## src/rtl/fix_accumulator.sv

```systemverilog
// Streaming signed fixed-point sum-of-products stage: adds n_terms products per frame
// in a guard-extended accumulator and emits one saturated result per frame.
module fix_accumulator #(
  parameter int n_int   = 8,
  parameter int n_mant  = 23,
  parameter int n_terms = 16
) (
  input  logic                         clk,
  input  logic                         rst,
  input  logic                         in_clear,
  input  logic [n_int+n_mant:0]        in_data,
  input  logic                         in_valid,
  output logic                         in_ready,
  output logic [n_int+n_mant:0]        out_data,
  output logic                         out_valid,
  input  logic                         out_ready,
  output logic                         out_sat,
  output logic [$clog2(n_terms):0]     count
);
  localparam int N_TOT = n_int + n_mant;
  localparam int W     = N_TOT + 1;
  localparam int G     = $clog2(n_terms);
  localparam int AW    = W + G;
  localparam int CW    = G + 1;

  typedef enum logic {ACCUM = 1'b0, HOLD = 1'b1} state_t;

  state_t          state, next_state;
  logic [AW-1:0]   acc;
  logic [AW-1:0]   ext;
  logic [AW-1:0]   sum;
  logic [G:0]      hi;
  logic            fits;
  logic [W-1:0]    sat_data;
  logic            accept;
  logic            last;

  assign ext    = {{G{in_data[W-1]}}, in_data};
  assign sum    = acc + ext;
  assign accept = in_valid && in_ready;
  assign last   = (count == CW'(n_terms - 1));

  // Result fits the output format only if sign and guard bits all agree.
  assign hi   = sum[AW-1:N_TOT];
  assign fits = (hi == '0) || (hi == '1);

  always_comb begin
    sat_data = sum[W-1:0];
    if (!fits)
      sat_data = sum[AW-1] ? {1'b1, {N_TOT{1'b0}}} : {1'b0, {N_TOT{1'b1}}};
  end

  // State register
  always_ff @(posedge clk or negedge rst) begin
    if (!rst) state <= ACCUM;
    else      state <= next_state;
  end

  // Next-state logic
  always_comb begin
    next_state = state;
    if (in_clear)
      next_state = ACCUM;
    else begin
      case (state)
        ACCUM:   if (accept && last) next_state = HOLD;
        HOLD:    if (out_ready)      next_state = ACCUM;
        default: next_state = ACCUM;
      endcase
    end
  end

  // Output logic
  always_comb begin
    in_ready  = 1'b1;
    out_valid = 1'b0;
    if (state == HOLD) begin
      in_ready  = out_ready;
      out_valid = 1'b1;
    end
  end

  // Datapath; in_clear discards any beat accepted in the same cycle.
  always_ff @(posedge clk or negedge rst) begin
    if (!rst) begin
      acc      <= '0;
      count    <= '0;
      out_data <= '0;
      out_sat  <= 1'b0;
    end else if (in_clear) begin
      acc   <= '0;
      count <= '0;
    end else if (accept) begin
      if (state == ACCUM) begin
        if (last) begin
          out_data <= sat_data;
          out_sat  <= !fits;
          acc      <= '0;
          count    <= '0;
        end else begin
          acc   <= sum;
          count <= count + CW'(1);
        end
      end else begin
        // Zero-bubble restart: the accepting beat opens the next frame.
        acc   <= ext;
        count <= CW'(1);
      end
    end
  end

endmodule

```

## config.mk

```make
export PLATFORM = sky130hd
export DESIGN_NAME = fix_accumulator
export DESIGN_NICKNAME = d
export VERILOG_FILES = /design/src/rtl/fix_accumulator.sv
export SDC_FILE = /design/constraint.sdc
export NUM_CORES = 1
export LEC_CHECK = 0
export CORE_UTILIZATION = 38
export DETAILED_ROUTE_END_ITERATION = 16
export PLACE_DENSITY = 0.59
export SLEW_MARGIN = 20
export SYNTH_ARGS = -nofsm -noshare
export SYNTH_HDL_FRONTEND = slang
export SYNTH_SLANG_ARGS = --single-unit
export TNS_END_PERCENT = 100
```

## constraint.sdc

```tcl
create_clock -name clk -period 7.1 [get_ports clk]
set_input_delay 0.71 -clock clk [delete_from_list [all_inputs] [get_ports clk]]
set_output_delay 0.71 -clock clk [all_outputs]
set_load 0.005 [all_outputs]
```

==> flow_summary.ini <==
[placed_design]
io_buffer_count = 76
place.gp.congestion = 0.908
dp_hpwl_um = 11600

[synth]
synthFlopType = dfrtp_1
synthArstFlopShare_pct = 100
synthesis.nets = 732
synthCells = 658
netlist-cell-type-count = 67
synth_enable_flop_cells = 0
yosys-top-cells-count = o21ai_0 (85), dfrtp_1 (75), nand2_1 (70)
synth_top_area_cell = dfrtp_1
syn_area_mm2 = 0.00551
synthTopCellsByArea = dfrtp_1 (34%), ha_1 (8.2%), o21ai_0 (7.7%), nand2_1 (4.8%), nor2_1 (4.0%)
yosysMostFrequentCell = o21ai_0
synth_warnings = 0
ys_seq_elements = 75
yosysTopAreaCellShare_pct = 34.1
ys_seq_area_share_pct = 34.1
avgSynthCellArea_um2 = 8.37

[detailed_routing]
routedWlPerCell_um = 18.2
vias_per_cell = 5.89
vias = 5265
ant_nets = 0
wl_um = 16300
drtIter0Drc = 387
drc = 0
firstDrtPassIters = 5

[grt]
grt-ovfl-total = 0
grt_pass1_wl_um = 26700
grt_usage_pct = 23.0
antenna_found_initial = 1
grt_pass1_vias = 5188
grt_max_degree = 76

[worst_setup_path]
startpoint_type = input pin
worstPathArrival_ps = 4600
worstPathCellList = clkdlybuf4s50_1 > ha_1 > fa_1 > a211oi_1 > nor3b_2 > o31ai_1 > a21oi_2 > mux2i_1 > a2111oi_4 > o221ai_2 > o21ai_2 > buf_4 > o22ai_1
cp_max_fo = 23
required_ps = 7310
critPathLaunch = in_data[0]
rr_startpoint = acc[0]
end_kind = register
cpPeakStageDelay_ps = 450
worstSetupPathType = in2reg
crit_path_top_delay_cell = a2111oi_4
timing.reg2reg.setup_slack_ps = 3150

[timing]
period_minus_slack_ps = 4400
rsz0062_at_grt = no
worst_slew_pin_slew_ps = 997
fmax_mhz = 227
drv_slew = 0
finalSetupViolations = 0
fin_worst_skew_ps = 6.09
hold_viol = 0
slew_headroom_pct = 33.5
period_share_pct = 61.9
setup_tns_ps = 0

[die]
start_util_pct = 39.4
core_mm2 = 0.0140
rows = 43
die_w_um = 122
pin_count = 77
die_h_um = 122
fp.dieArea_mm2 = 0.0150

[outcome]
outcome = completed

[clock_network]
cts_resized = 0
postCtsHoldBufs = 0
clk_pin_slew_ps = 60
clock_latency_ps = 340
h-tree-depth = 3
cts_setup_buffers = 0
numCtsBuffers = 9
clk_path_buf_depth = 2
cts-root-buf = clkbuf_16
cts_tree = done
clock-sinks = 75

[power_and_ir_drop]
p_per_area_mw_per_mm2 = 243
vdd_drop_max_v = 0.0000988
p_leak_nw = 2.87

[final_layout]
nNetsFinal = 783
post-route-util_pct = 47.7
syn_to_final_growth_pct = 21.0
drive_gt1_share_pct = 7.29
multiInputGateArea_mm2 = 0.00344
fillers = 1422
regArea_mm2 = 0.00188

[hold_path]
hp-class = reg2reg
min-delay-start = acc[11]

[flow_run]
max_cap_viol_count = 0
==> routing by layer <==
metal	global-route usage (%)	part of all wire, %	routed length (um)	vias to the layer above
li1	-	-	-	2547
met1	32.5	49	7980	2535
met2	35.0	44	7160	163
met3	4.74	5.8	942	20
met4	6.78	1.3	204	0
met5	0	0	0	-
==> logic make-up after synthesis <==
family,Yosys count,synth area share [%]
compound gates,263,31.2
xor+xnor,32,5.09
fa+ha+maj,37,8.54
buf+inv,50,4.00
flops,75,34.1
mux,2,0.386
simple gates,199,16.8
==> stage by stage <==
step | setup slack [ps] | total power [mW] | std cells | area, um^2 | hold WS [ps]
global placement | 2480 | 1.15 | 878 | 6370 | 470
global route | 2470 | 1.73 | 893 | 6670 | 514
floorplan | 3500 | 0.976 | 658 | 5510 | 414
detailed placement | 2370 | 1.16 | 878 | 6370 | 476
CTS | 2710 | 1.62 | 893 | 6670 | 488
finish | 2700 | 1.62 | 894 | 6670 | 485
==> layout by cell type (no fill, tap or decap), types with 6 or more instances in the layout <==
cell type        Yosys  final
o21ai_0             85     85
dfrtp_1             75     75
clkdlybuf4s50_1      0     75
nand2_1             70     70
nor2_1              59     57
a21oi_1             41     40
ha_1                36     36
a22oi_1             28     28
o22ai_1             22     22
a21o_1              20     20
xnor2_1             19     19
nor3_1              13     13
xor2_1              13     13
nand3_1             12     12
nand4_1             12     12
o21a_1              10     10
clkbuf_16            0      9
inv_1                8      8
a31oi_1              8      7
buf_4                1      7
nor2b_1              6      6
o22ai_2              6      6
==> critical path: cells and delay by family <==
kind / cells / cell delay (ps)
muxes: 1 / 170
buffers and inverters: 2 / 800
AOI/OAI and AO/OA: 7 / 2130
adders and majority gates: 2 / 670
and+or+nand+nor: 1 / 120
==> registers in the layout (all words and copies together), names as in the netlist <==
signal	cells
count	5
out_data	32
acc	36
out_sat	1
state	1
==> where the power goes <==
part,switching (mW),internal (mW)
logic,0.407,0.264
registers,0.0231,0.464
clock network,0.184,0.278
total,0.614,1.01
==> path summary, 6_finish.rpt <==
path,endpoint,depth (start not counted)
worst max-delay path,out_data[15],13
worst min-delay path,acc[11],2
worst max register to register,out_data[15],12
worst min register to register,acc[11],2
max in group asynchronous,acc[23],1
min in group asynchronous,out_data[7],1
==> final cells by class <==
type,count,area share (%)
multi-input combinational,533,51.5
sequential,75,28.1
timing repair buffer,82,12.0
clock buffer,10,3.58
tap,180,3.38
clock inverter,5,0.807
inverter,8,0.450
antenna,1,0.0375
(Power assumes the default switching activity.)
